[config.mk]
export PLATFORM = sky130hd
export DESIGN_NAME = and3_gate_core
export DESIGN_NICKNAME = d
export VERILOG_FILES = /design/src/rtl/and3_gate_core_pkg.sv /design/src/rtl/and3_gate_core_sat_counter.sv /design/src/rtl/and3_gate_core.sv
export SDC_FILE = /design/constraint.sdc
export NUM_CORES = 1
export LEC_CHECK = 0
export BUFFER_PORTS_ARGS = -buffer_cell sky130_fd_sc_hd__buf_2
export CORE_ASPECT_RATIO = 1.25
export CORE_UTILIZATION = 40
export CTS_CLUSTER_DIAMETER = 100
export DETAILED_ROUTE_END_ITERATION = 8
export GPL_TIMING_DRIVEN = 1
export PLACE_DENSITY = 0.66
export SLEW_MARGIN = 10
export SYNTH_ARGS = -nofsm -noshare
export SYNTH_HDL_FRONTEND = slang
export SYNTH_SLANG_ARGS = --single-unit
[constraint.sdc]
create_clock -name clk -period 3.6 [get_ports clk]
set_input_delay 0.54 -clock clk [delete_from_list [all_inputs] [get_ports clk]]
set_output_delay 0.54 -clock clk [all_outputs]
set_load 0.05 [all_outputs]
[src/rtl/and3_gate_core_pkg.sv]
// Shared defaults and the saturating-step helper for the 3-input AND core.
package and3_gate_core_pkg;

    localparam int DEF_WIDTH = 1;
    localparam int DEF_CNT_W = 16;

    // A counter advances only when asked to and not already pinned at its ceiling.
    function automatic logic sat_step(input logic inc, input logic at_max);
        return inc & ~at_max;
    endfunction

endpackage

[src/rtl/and3_gate_core_sat_counter.sv]
// Saturating up-counter, 1-cycle update, synchronous active-high clear.
// No backpressure: inc is sampled every edge and held at all-ones once full.
module and3_gate_core_sat_counter
    import and3_gate_core_pkg::*;
#(
    parameter int CNT_W = DEF_CNT_W
) (
    input  logic             clk,
    input  logic             rst,
    input  logic             inc,
    output logic [CNT_W-1:0] cnt
);

    logic [CNT_W-1:0] cnt_q;
    logic [CNT_W-1:0] cnt_d;
    logic             at_max;

    assign at_max = (cnt_q == {CNT_W{1'b1}});

    always_comb begin
        cnt_d = cnt_q;
        if (sat_step(inc, at_max)) begin
            cnt_d = cnt_q + CNT_W'(1);
        end
    end

    always_ff @(posedge clk) begin
        if (rst) begin
            cnt_q <= '0;
        end else begin
            cnt_q <= cnt_d;
        end
    end

    assign cnt = cnt_q;

endmodule

[src/rtl/and3_gate_core.sv]
// Bitwise 3-input AND (zero latency) plus a 1-cycle registered copy and a
// saturating count of cycles with lane 0 high; no backpressure.
module and3_gate_core
    import and3_gate_core_pkg::*;
#(
    parameter int WIDTH = DEF_WIDTH,
    parameter int CNT_W = DEF_CNT_W
) (
    input  logic             clk,
    input  logic             rst,
    input  logic [WIDTH-1:0] a,
    input  logic [WIDTH-1:0] b,
    input  logic [WIDTH-1:0] c,
    output logic [WIDTH-1:0] y,
    output logic [WIDTH-1:0] y_q,
    output logic [CNT_W-1:0] hit_cnt
);

    logic [WIDTH-1:0] y_q_q;
    logic [WIDTH-1:0] y_q_d;

    // Kept free of clk/rst so glue logic sees it before any clock edge.
    assign y = a & b & c;

    assign y_q_d = y;

    always_ff @(posedge clk) begin
        if (rst) begin
            y_q_q <= '0;
        end else begin
            y_q_q <= y_q_d;
        end
    end

    assign y_q = y_q_q;

    and3_gate_core_sat_counter #(
        .CNT_W (CNT_W)
    ) u_hit_cnt (
        .clk (clk),
        .rst (rst),
        .inc (y[0]),
        .cnt (hit_cnt)
    );

endmodule

==> impl_metrics.yaml <==
cts:
  cts_resized: 0
  cts-buffers-inserted: 3
  cts_root_buffer: "clkbuf_4"
  cts.path.max_buffers: 2
  clk_transition_reported_paths_ps: 100
  cts_tree: "yes"
  cts_hold_buf: 0
  clock_sinks: 17
  post_cts_buffers: 0
  cts-htree-levels: 1
  clk_latency_ps: 300
floorplan:
  dieArea_sq_mm: 0.002457
  die_y_microns: 55.17
  fp.dieW_microns: 44.54
  start_util: 0.4414
  core.rowCount: 18
  boundaryPins: 23
  core-area_sq_mm: 0.002049
critical_path:
  worstPathArrival_ps: 2320
  critical-path-top-delay-family: "simple AND/OR/NAND/NOR gates"
  crit_chain: "nand3_1, nor3_1, a211oi_1, mux2_1"
  reg2reg_depth: 4
  r2r_end: "u_hit_cnt.cnt[9]$_SDFFE_PP0P_"
  critPathLaunchType: "flop"
  required_ps: 3800
  timing.rr.start: "u_hit_cnt.cnt[6]$_SDFFE_PP0P_"
  slowest_stage: "nor3_1"
  critPathMaxStageDelay_ps: 830
  cp_max_fo: 11
  setup.worst_path.end_class: "flop"
  cp.buffers_inverters: 0
  worst-setup-path-type: "reg -> reg"
  regToRegSetupSlack_ps: 1480
synthesis:
  syn-num-nets: 116
  synth_simple_gate_area_frac: 0.3278
  synth_cell_types: 30
  synth_most_common_cell: "dfxtp_1"
  syn_area_sq_um: 904.6
  async_flop_share: 0
  synth_top_family_by_area: "simple AND/OR/NAND/NOR gates"
  synth_largest_area_cell: "dfxtp_1"
  netlist.area_leader.share: 0.3762
  postSynthAreaPerCell_sq_um: 8.224
  synth_xor_area_frac: 0
  postSynthCellCount: 110
  synth-edff-count: 0
  synth-compound-area-share: 0.1397
  synth_ff_type: "dfxtp_1"
  netlist_top_cells_area: "dfxtp_1 (38%), mux2_2 (7.5%), nor2b_1 (5.5%), a21oi_1 (5.0%), nor2_1 (5.0%)"
  synthTopCellsByCount: "dfxtp_1 (17), nor2_1 (12), a21oi_1 (9)"
  yosysWarnings: 0
  synthAdderAreaFrac: 0.01383
  yosys-mux-area-fraction: 0.1107
  synth_seq_cells: 17
  ys_seq_area_frac: 0.3762
timing:
  hold_slack_ps: 521.2
  max_clock_freq_mhz: 472.0
  finClkSkew_ps: 5.034
  tightest_slew_ps: 978.9
  drv_slew: 0
  fin_crit_sh: 0.5885
  finalSetupTns_ps: 0
  rsz0062_at_grt: "no"
  relSlewSlack: 0.3424
  hold_viol: 0
  period_needed_ps: 2119
  setup_viol: 0
detailed_routing:
  ant_nets: 0
  first_pass_iters: 4
  wl_per_cell_microns: 12.49
  drcViolationCount: 0
  wirelength_mm: 2.023
  drt_iter0_drc: 18
  vias: 907
  via_per_inst: 5.599
placed_design:
  io_buffers: 22
  gp_congestion: 0.7702
  hpwlAfterDp_mm: 1.484
global_routing:
  top_usage_layer: "met2"
  grt_overflow_total: 0
  grt_pass1_wl_mm: 3.243
  grt.met2_usage: 0.3162
  grt_start_max_net_pins: 25
  antenna_found_initial: 0
  grt_pass1_vias: 794
  use_met3: 0.01948
  use_met1: 0.2103
  track_usage: 0.1838
finish:
  diodes: 0
  synthToLayoutAreaGrowth_pct: 17.43
  nets: 139
  n_fill_cell: 199
  drive_above_1_share: 0.2576
min_path:
  hp-start: "u_hit_cnt.cnt[1]$_SDFFE_PP0P_"
  hold_class: "reg -> reg"
  hold_end: "u_hit_cnt.cnt[1]$_SDFFE_PP0P_"
  holdPathStages: 2
power:
  power.leakage_nw: 0.4509
  ir_worst_vdd_uv: 210.9
  pwr_density_cell_mw_per_mm2: 295.5
job:
  cap_violations: 0
outcome:
  status: "complete, no violations"
how the worst max path moves through the flow:
stage	start	slack [ps]	cells after the start	endpoint
5_1_grt	u_hit_cnt.cnt[6]$_SDFFE_PP0P_	1260	4	u_hit_cnt.cnt[9]$_SDFFE_PP0P_
4_1_cts	u_hit_cnt.cnt[6]$_SDFFE_PP0P_	1500	4	u_hit_cnt.cnt[9]$_SDFFE_PP0P_
2_1_floorplan	u_hit_cnt.cnt[0]$_SDFFE_PP0P_	1400	6	u_hit_cnt.cnt[10]$_SDFFE_PP0P_
3_3_place_gp	u_hit_cnt.cnt[7]$_SDFFE_PP0P_	1600	4	u_hit_cnt.cnt[11]$_SDFFE_PP0P_
3_5_place_dp	u_hit_cnt.cnt[6]$_SDFFE_PP0P_	1500	4	u_hit_cnt.cnt[9]$_SDFFE_PP0P_
6_report	u_hit_cnt.cnt[6]$_SDFFE_PP0P_	1480	4	u_hit_cnt.cnt[9]$_SDFFE_PP0P_
state kept, by name, indices dropped and copies added (netlist names):
register / cells
y_q: 1
u_hit_cnt.cnt: 16
per-layer routing:
metal,up-vias,part of all wire
met5,-,0
met4,0,0.029
met3,7,0.045
met2,28,0.47
met1,421,0.46
li1,451,-
metrics by stage:
step           worst slack (ps)  total power [mW]  utilization  instances  cell area, sq um
6_report                   1481            0.3139       0.5183        162              1062
5_1_grt                    1264            0.3229       0.5183        162              1062
4_1_cts                    1500            0.3178       0.5183        162              1062
3_5_place_dp               1499            0.2143       0.5049        158              1035
3_3_place_gp               1603            0.2138       0.5049        158              1035
2_1_floorplan              1402            0.2079            -        110             904.6
power by group:
part	leakage (nW)	internal [mW]	switching, mW
registers	0.137	0.189	0.00118
clock network	0.0177	0.0415	0.0627
logic	0.296	0.00528	0.0142
total	0.451	0.236	0.0781
area by class of cell:
| type | count | area, sq um | area share |
|---|---|---|---|
| Multi-Input combinational cell | 86 | 535.5 | 0.5041 |
| Tap cell | 30 | 37.54 | 0.03534 |
| Inverter | 3 | 11.26 | 0.01060 |
| Clock buffer | 3 | 22.52 | 0.02120 |
| Sequential cell | 17 | 340.3 | 0.3204 |
| Timing Repair Buffer | 22 | 110.1 | 0.1037 |
| Clock inverter | 1 | 5.005 | 0.004711 |
worst register-to-register path: cells and delay by family (launching register included):
| kind | cells | cell delay, ps |
|---|---|---|
| simple gates | 2 | 1000 |
| flops | 1 | 450 |
| mux | 1 | 350 |
| compound gates | 1 | 210 |
cells by family after synthesis:
group,after synthesis
simple gates,56
compound gates,20
flops,17
mux,9
buf+inv,7
fa+ha+maj,1
placed cells by master (no fill, tap or decap), drive strengths merged:
| cell type | instances |
|---|---|
| mux2i | 1 |
| and3 | 1 |
| clkbuf | 3 |
| and4 | 3 |
| nand4 | 6 |
| buf | 22 |
| mux2 | 8 |
| a41oi | 1 |
| a21oi | 9 |
| nand2 | 8 |
| nor3 | 6 |
| a21o | 1 |
| a31oi | 1 |
| nor2b | 8 |
| a211oi | 2 |
| nor3b | 1 |
| clkinv | 1 |
| dfxtp | 17 |
| nand3 | 6 |
| or3 | 2 |
| o311ai | 1 |
| o21ai | 2 |
| or2 | 1 |
| o41ai | 2 |
| or4 | 2 |
| inv | 3 |
| o31ai | 1 |
| ha | 1 |
| nor2 | 12 |
No activity file was read; power rests on OpenSTA's default activity.
